[src/rtl/serial_adder.sv]
// serial_adder: bit-serial adder, LSB first, one bit per clock.
// Ports: clk, rst (sync, active-high); start, a, b, cin request an add;
//        busy is high while bits are processed; done pulses for one
//        cycle when sum/cout have just been updated. sum/cout are held
//        until the next completion.
module serial_adder #(
    parameter int WIDTH = 8
) (
    input  logic             clk,
    input  logic             rst,
    input  logic             start,
    input  logic [WIDTH-1:0] a,
    input  logic [WIDTH-1:0] b,
    input  logic             cin,
    output logic             busy,
    output logic             done,
    output logic [WIDTH-1:0] sum,
    output logic             cout
);

    localparam int CW = $clog2(WIDTH + 1);

    typedef enum logic [1:0] {
        S_IDLE = 2'd0,
        S_RUN  = 2'd1,
        S_DONE = 2'd2
    } state_t;

    state_t           state_q, state_d;
    logic [WIDTH-1:0] a_sh_q, a_sh_d;
    logic [WIDTH-1:0] b_sh_q, b_sh_d;
    logic [WIDTH-1:0] res_q, res_d;
    logic [WIDTH-1:0] sum_q, sum_d;
    logic [CW-1:0]    cnt_q, cnt_d;
    logic             carry_q, carry_d;
    logic             cout_q, cout_d;

    logic [1:0]       w_add;
    logic [WIDTH-1:0] res_shift;
    logic             last_bit;

    // Full-adder cell on the current LSBs.
    assign w_add = {1'b0, a_sh_q[0]}
                 + {1'b0, b_sh_q[0]}
                 + {1'b0, carry_q};

    // New sum bit enters at the MSB; shift form stays legal for WIDTH=1.
    assign res_shift = (res_q >> 1)
                     | (WIDTH'(w_add[0]) << (WIDTH - 1));

    assign last_bit = (cnt_q == CW'(WIDTH - 1));

    always_comb begin
        state_d = state_q;
        a_sh_d  = a_sh_q;
        b_sh_d  = b_sh_q;
        res_d   = res_q;
        sum_d   = sum_q;
        cnt_d   = cnt_q;
        carry_d = carry_q;
        cout_d  = cout_q;
        unique case (state_q)
            S_RUN: begin
                a_sh_d  = a_sh_q >> 1;
                b_sh_d  = b_sh_q >> 1;
                res_d   = res_shift;
                carry_d = w_add[1];
                cnt_d   = cnt_q + CW'(1);
                if (last_bit) begin
                    sum_d   = res_shift;
                    cout_d  = w_add[1];
                    state_d = S_DONE;
                end
            end
            S_IDLE, S_DONE: begin
                state_d = S_IDLE;
                if (start) begin
                    a_sh_d  = a;
                    b_sh_d  = b;
                    carry_d = cin;
                    cnt_d   = '0;
                    state_d = S_RUN;
                end
            end
            default: state_d = S_IDLE;
        endcase
    end

    always_ff @(posedge clk) begin
        if (rst) begin
            state_q <= S_IDLE;
            a_sh_q  <= '0;
            b_sh_q  <= '0;
            res_q   <= '0;
            sum_q   <= '0;
            cnt_q   <= '0;
            carry_q <= 1'b0;
            cout_q  <= 1'b0;
        end else begin
            state_q <= state_d;
            a_sh_q  <= a_sh_d;
            b_sh_q  <= b_sh_d;
            res_q   <= res_d;
            sum_q   <= sum_d;
            cnt_q   <= cnt_d;
            carry_q <= carry_d;
            cout_q  <= cout_d;
        end
    end

    assign busy = (state_q == S_RUN);
    assign done = (state_q == S_DONE);
    assign sum  = sum_q;
    assign cout = cout_q;

endmodule

[config.mk]
export PLATFORM = sky130hd
export DESIGN_NAME = serial_adder
export DESIGN_NICKNAME = d
export VERILOG_FILES = /design/src/rtl/serial_adder.sv
export SDC_FILE = /design/constraint.sdc
export NUM_CORES = 1
export LEC_CHECK = 0
export CAP_MARGIN = 20
export CORE_MARGIN = 2
export CORE_UTILIZATION = 34
export DETAILED_ROUTE_END_ITERATION = 16
export GPL_TIMING_DRIVEN = 0
export PLACE_DENSITY_LB_ADDON = 0.15
export SYNTH_ARGS = -nofsm -noshare
export SYNTH_HDL_FRONTEND = slang
export SYNTH_SLANG_ARGS = --single-unit
[constraint.sdc]
create_clock -name clk -period 2.7 [get_ports clk]
set_input_delay 0.405 -clock clk [delete_from_list [all_inputs] [get_ports clk]]
set_output_delay 0.405 -clock clk [all_outputs]
set_load 0.05 [all_outputs]
==> flow_metrics.tcl, run 1 <==
set metrics [dict create \
    outcome "complete, no violations" \
    period_share 0.9544 \
    cts_max_level 2 \
    detail_route.first_pass.iterations 4 \
    maxCapViolations 0 \
    grt_pass1_vias 1335 \
    synth_top_area_cell "dfxtp_1" \
    netlist_top_cells_area "dfxtp_1, mux2i_1, nand2_1" \
    slowest_delay_ns 0.82 \
    setup_viol_count_final 0 \
    final.min_clock_period_ns 2.577 \
    max_slew_margin 0.5217 \
    path_clk_slew_ns 0.07 \
    p_per_area_mw_per_mm2 550.0 \
    syn_avg_cell_area_um2 10.02 \
    cts_buffers 5 \
    ant_nets 0 \
    dp_hpwl_um 2718 \
    crit_chain "buf_6 -> nand2b_4 -> buf_6 -> inv_4 -> buf_6 -> buf_4 -> clkdlybuf4s50_1" \
    synth_area_mm2 0.001794 \
    synth_cell_types 28 \
    switchingPower_mw 0.3342 \
    pre_cts_slack_ns 0.4269 \
    drc 0 \
    synthCells 179 \
    grt_pass1_wl_um 6782 \
    tightest_slew_ns 0.7174 \
    slew_violations 0 \
    layout_setup_ws_ns 0.1231 \
    n_antenna_cell 0 \
    internal_power_mw 0.9140 \
    core_area_mm2 0.005107 \
    synth-seq-cells 39 \
    path_max_fanout 10 \
    final_layout_size_suffix_gt1_frac 0.1898 \
    antenna_found_initial 0 \
    grt_usage 0.1469 \
    fin_setup_tns_ns 0 \
    yosysTopAreaCellShare 0.4351 \
    clock-root-buffer "clkbuf_8" \
    finalHoldViolations 0 \
    worstPathRequired_ns 2.30 \
    die_w_um 76.65 \
    ys_warn_count 0 \
    end_kind "output pin" \
    p_comb_frac 0.179 \
    drtIter0Drc 56 \
    final_cells 286 \
    p_total_mw 1.248 \
    grt_overflow 0 \
    cts_sinks 39 \
    fmax_mhz 388.1 \
    routedWlPerCell_um 13.66 \
    slowest_stage "clkdlybuf4s50_1" \
    final_util 0.4444 \
    initial_utilization 0.3513 \
    cp_common_cell "buf_6" \
    avgViaCountPerCell 4.895 \
    worstPathArrival_ns 2.17 \
    p_leak_nw 0.7806 \
    max-vdd-ir-drop_uv 265.4 \
    cts_setup_buffers 0 \
    seqPwrFrac 0.504 \
    swShare 0.2677 \
    hp-class "reg2reg" \
    die_area_mm2 0.005874 \
    fin_area_mm2 0.002270 \
    nNetsFinal 238 \
    dpl-instance-area_mm2 0.002182 \
    grt_max_degree 12 \
    placementRows 26 \
    cts_tree "done" \
    placed_cells 279 \
    critPathKind "reg2out" \
    ioPinCount 31 \
    rsz0062_at_grt "no" \
    path_delay_family "buffers and inverters" \
    vias 1400 \
    crit_buf_inv 6 \
    place.port_buffers 30 \
    synth_seq_area_share 0.4351 \
    die_h_um 76.65 \
    syn-num-nets 201 \
    hold_buffers 0 \
    fin_skew_ns 0.004220 \
    syn_to_final_growth_pct 26.50 \
    cp-start-kind "register" \
    whs_ns 0.4554 \
    place.gp.congestion 0.7244 \
    clk_path_buf_depth 2 \
    cts_resized 0 \
    drt_wl_total_um 3906 \
    clkPwrFrac 0.317 \
    worstSkewPairLatency_ns 0.29 \
]
power by group through the flow:
| stage | Clock, mW | Combinational (mW) | Sequential, mW |
|---|---|---|---|
| after detailed placement | 0 | 0.225 | 0.642 |
| after floorplan | 0 | 0.161 | 0.637 |
| final | 0.396 | 0.224 | 0.629 |
| after global routing | 0.441 | 0.245 | 0.634 |
| after CTS | 0.412 | 0.226 | 0.629 |
| after global placement | 0 | 0.225 | 0.642 |
path summary, 6_finish.rpt:
check                                             start                     end  slack (ns)  depth (start not counted)
worst min-delay path                sum[6]$_SDFFE_PP0P_     sum[6]$_SDFFE_PP0P_        0.46                          2
worst min register to register      sum[6]$_SDFFE_PP0P_     sum[6]$_SDFFE_PP0P_        0.46                          2
worst max-delay path            state_q[0]$_SDFFE_PP0P_                    busy        0.12                          7
worst max register to register  state_q[0]$_SDFFE_PP0P_  a_sh_q[1]$_SDFFE_PP0P_        1.29                          6
logic make-up (layout without fill, tap and decap cells):
| family | after synthesis | in the layout | synth area share |
|---|---|---|---|
| AO/OA/AOI/OAI | 30 | 30 | 0.1367 |
| adder cells (fa/ha/maj) | 2 | 2 | 0.01813 |
| flip-flops | 39 | 39 | 0.4351 |
| AND/OR/NAND/NOR | 67 | 67 | 0.2071 |
| multiplexers | 25 | 25 | 0.1395 |
| buffers and inverters | 16 | 53 | 0.06345 |
registers in the layout (all words and copies together), names as in the netlist:
register  flops
a_sh_q        8
b_sh_q        8
sum           8
res_q         7
cnt_q         4
state_q       2
carry_q       1
cout          1
synth_stat cells (all sizes together):
| library cell | number |
|---|---|
| a211oi | 15 |
| a21oi | 13 |
| a311oi | 1 |
| buf | 13 |
| clkbuf | 1 |
| clkinv | 1 |
| dfxtp | 39 |
| fa | 1 |
| ha | 1 |
| inv | 1 |
| mux2i | 25 |
| nand2 | 36 |
| nand2b | 4 |
| nand3 | 5 |
| nand3b | 1 |
| nor2 | 2 |
| nor2b | 2 |
| nor3 | 16 |
| o2111ai | 1 |
| or3 | 1 |
worst min-delay path: cells and delay by family, from the launching register on:
family           cells  cell delay [ns]
and+or+nand+nor      1             0.05
DFF                  1             0.31
muxes                1             0.05
cell usage in the layout (no fill, tap or decap), types with 2 or more instances in the layout:
cell / count
a211oi_1: 5
a211oi_2: 10
a21oi_1: 13
buf_1: 3
buf_2: 4
buf_4: 2
buf_6: 3
clkbuf_8: 6
clkdlybuf4s50_1: 30
dfxtp_1: 39
mux2i_1: 25
nand2_1: 36
nand2b_1: 2
nand2b_4: 2
nand3_1: 5
nor2b_1: 2
nor3_1: 6
nor3_2: 10
layout make-up:
type                       count  area (um^2)
clock inverter                 1        5.005
timing repair buffer          30        300.3
tap                           70        87.58
multi-input combinational    124        899.6
clock buffer                   6        82.58
fill                         540         2838
buffer                        14        103.9
inverter                       2        10.01
sequential                    39        780.7
per-layer routing:
| layer | GRT usage | wire length [um] | part of all wire | vias up |
|---|---|---|---|---|
| li1 | - | - | - | 704 |
| met3 | 0.03791 | 148 | 0.038 | 7 |
| met5 | 0 | 0 | 0 | - |
| met2 | 0.2168 | 1716 | 0.44 | 32 |
| met1 | 0.2034 | 1968 | 0.50 | 657 |
| met4 | 0.06000 | 73 | 0.019 | 0 |
Power figures use the tool's default switching activity.
==> run 2: changes to the inputs <==
--- a/config.mk
+++ b/config.mk
@@ -6,6 +6,8 @@
 export NUM_CORES = 1
 export LEC_CHECK = 0
 export CAP_MARGIN = 20
+export CELL_PAD_IN_SITES_DETAIL_PLACEMENT = 2
+export CELL_PAD_IN_SITES_GLOBAL_PLACEMENT = 2
 export CORE_MARGIN = 2
 export CORE_UTILIZATION = 34
 export DETAILED_ROUTE_END_ITERATION = 16
==> run 2 against run 1 <==
  * Total power rose by 0.32%
  * Die area did not move
  * Register-to-register slack lost 0.04 ns
  * Highest routed layer unchanged
==> flow_metrics.tcl, run 2 (synthesis gave the netlist of run 1 again) <==
set metrics [dict create \
    outcome "complete, no violations" \
    fin_skew_ns 0.006685 \
    ant_nets 0 \
    cts_buffers 5 \
    cp-start-kind "register" \
    slowest_delay_ns 0.82 \
    internal_power_mw 0.8911 \
    drc 0 \
    clkPwrFrac 0.314 \
    cts_resized 0 \
    grt_pass1_wl_um 8010 \
    clk_path_buf_depth 2 \
    dpl-instance-area_mm2 0.002182 \
    die_area_mm2 0.005874 \
    grt_pass1_vias 1668 \
    drtIter0Drc 22 \
    period_share 0.9613 \
    p_leak_nw 0.7812 \
    worstPathArrival_ns 2.19 \
    place.port_buffers 30 \
    grt_overflow 0 \
    nNetsFinal 238 \
    fin_area_mm2 0.002266 \
    worstPathRequired_ns 2.30 \
    end_kind "output pin" \
    die_w_um 76.65 \
    cts_tree "done" \
    met1_usage 0.1882 \
    drt_wl_total_um 4725 \
    die_h_um 76.65 \
    place.gp.congestion 0.7296 \
    busiest_layer "met2" \
    rrSetupSlack_ns 1.25 \
    switchingPower_mw 0.3611 \
    path_delay_family "buffers and inverters" \
    cts_setup_buffers 0 \
    cp_common_cell "buf_6" \
    tightest_slew_ns 0.7373 \
    worstSkewPairLatency_ns 0.30 \
    final_common_cell "dfxtp_1" \
    initial_utilization 0.3513 \
    layout_common_cells "dfxtp_1, nand2_1, clkdlybuf4s50_1, mux2i_1, a21oi_1" \
    final_layout_size_suffix_gt1_frac 0.1935 \
    crit_buf_inv 6 \
    fmax_mhz 385.3 \
    placementRows 26 \
    setup_viol_count_final 0 \
    p_per_area_mw_per_mm2 552.6 \
    path_max_fanout 10 \
    dp_hpwl_um 3556 \
    grt_usage 0.1765 \
    whs_ns 0.4646 \
    swShare 0.2884 \
    ioPinCount 31 \
    antenna_found_initial 0 \
    maxCapViolations 0 \
    fin_setup_tns_ns 0 \
    slew_violations 0 \
    use_met3 0.04028 \
    cts_sinks 39 \
    seqPwrFrac 0.504 \
    detail_route.first_pass.iterations 6 \
    routedWlPerCell_um 16.46 \
    syn_to_final_growth_pct 26.29 \
    max-vdd-ir-drop_uv 208.5 \
    max_slew_margin 0.5085 \
    vias 1448 \
    grt_max_degree 13 \
    p_comb_frac 0.183 \
    cts_max_level 2 \
    rsz0062_at_grt "no" \
    critPathKind "reg2out" \
    slowest_stage "clkdlybuf4s50_1" \
    core_area_mm2 0.005107 \
    path_clk_slew_ns 0.08 \
    use_met2 0.3354 \
    crit_chain "buf_6 -> nand2b_4 -> buf_6 -> inv_4 -> buf_6 -> buf_4 -> clkdlybuf4s50_1" \
    clock-root-buffer "clkbuf_8" \
    avgViaCountPerCell 5.045 \
    hp-class "reg2reg" \
    final.min_clock_period_ns 2.596 \
    finalHoldViolations 0 \
    hold_buffers 0 \
    n_antenna_cell 0 \
]
## run 2: cell types whose count changed in the layout (fill, tap and decap cells not counted), sizes merged
cell,previous run,this run
clkbuf,7,6
clkinv,2,4
## run 2: worst reg2reg max path, delay by kind of cell (launching register included)
| family | cells | cell delay [ns] |
|---|---|---|
| DFF | 1 | 0.33 |
| and+or+nand+nor | 2 | 0.30 |
| buffers and inverters | 3 | 0.58 |
| AOI/OAI and AO/OA | 1 | 0.10 |
## run 2: worst paths after layout
| check | start | to | cells after the start |
|---|---|---|---|
| worst max-delay path | state_q[0]$_SDFFE_PP0P_ | busy | 7 |
| worst min register to register | res_q[1]$_SDFFE_PP0P_ | sum[0]$_SDFFE_PP0P_ | 2 |
| worst min-delay path | res_q[1]$_SDFFE_PP0P_ | sum[0]$_SDFFE_PP0P_ | 2 |
| worst max register to register | state_q[0]$_SDFFE_PP0P_ | b_sh_q[6]$_SDFFE_PP0P_ | 6 |
## run 2: per-layer routing
| layer | wire length [um] | up-vias |
|---|---|---|
| met5 | 0 | - |
| met1 | 1931 | 717 |
| li1 | - | 696 |
| met4 | 87 | 0 |
| met2 | 2579 | 27 |
| met3 | 126 | 8 |
## run 2: layout make-up
type | instances | area [um^2]
Sequential cell | 39 | 780.7
Tap cell | 70 | 87.58
Inverter | 2 | 10.01
Fill cell | 554 | 2841
Clock buffer | 5 | 68.82
Timing Repair Buffer | 30 | 300.3
Clock inverter | 3 | 15.01
Multi-Input combinational cell | 124 | 899.6
Buffer | 14 | 103.9
## run 2: power by group through the flow
| stage | clock [mW] | sequential (mW) | combinational, mW |
|---|---|---|---|
| 6_report | 0.393 | 0.631 | 0.229 |
| 5_1_grt | 0.435 | 0.635 | 0.252 |
| 4_1_cts | 0.406 | 0.631 | 0.235 |
| 3_5_place_dp | 0 | 0.644 | 0.233 |
| 3_3_place_gp | 0 | 0.641 | 0.223 |
| 2_1_floorplan | 0 | 0.637 | 0.161 |
## run 2: stage by stage
step           setup WS, ns  power [mW]  std cells    util
3_3_place_gp         0.4339      0.8644        279  0.4272
6_report             0.1044       1.252        287  0.4437
5_1_grt             0.01713       1.321        287  0.4437
3_5_place_dp         0.4054      0.8776        279  0.4272
4_1_cts             0.07425       1.272        287  0.4437
2_1_floorplan        0.9474      0.7976        179       -
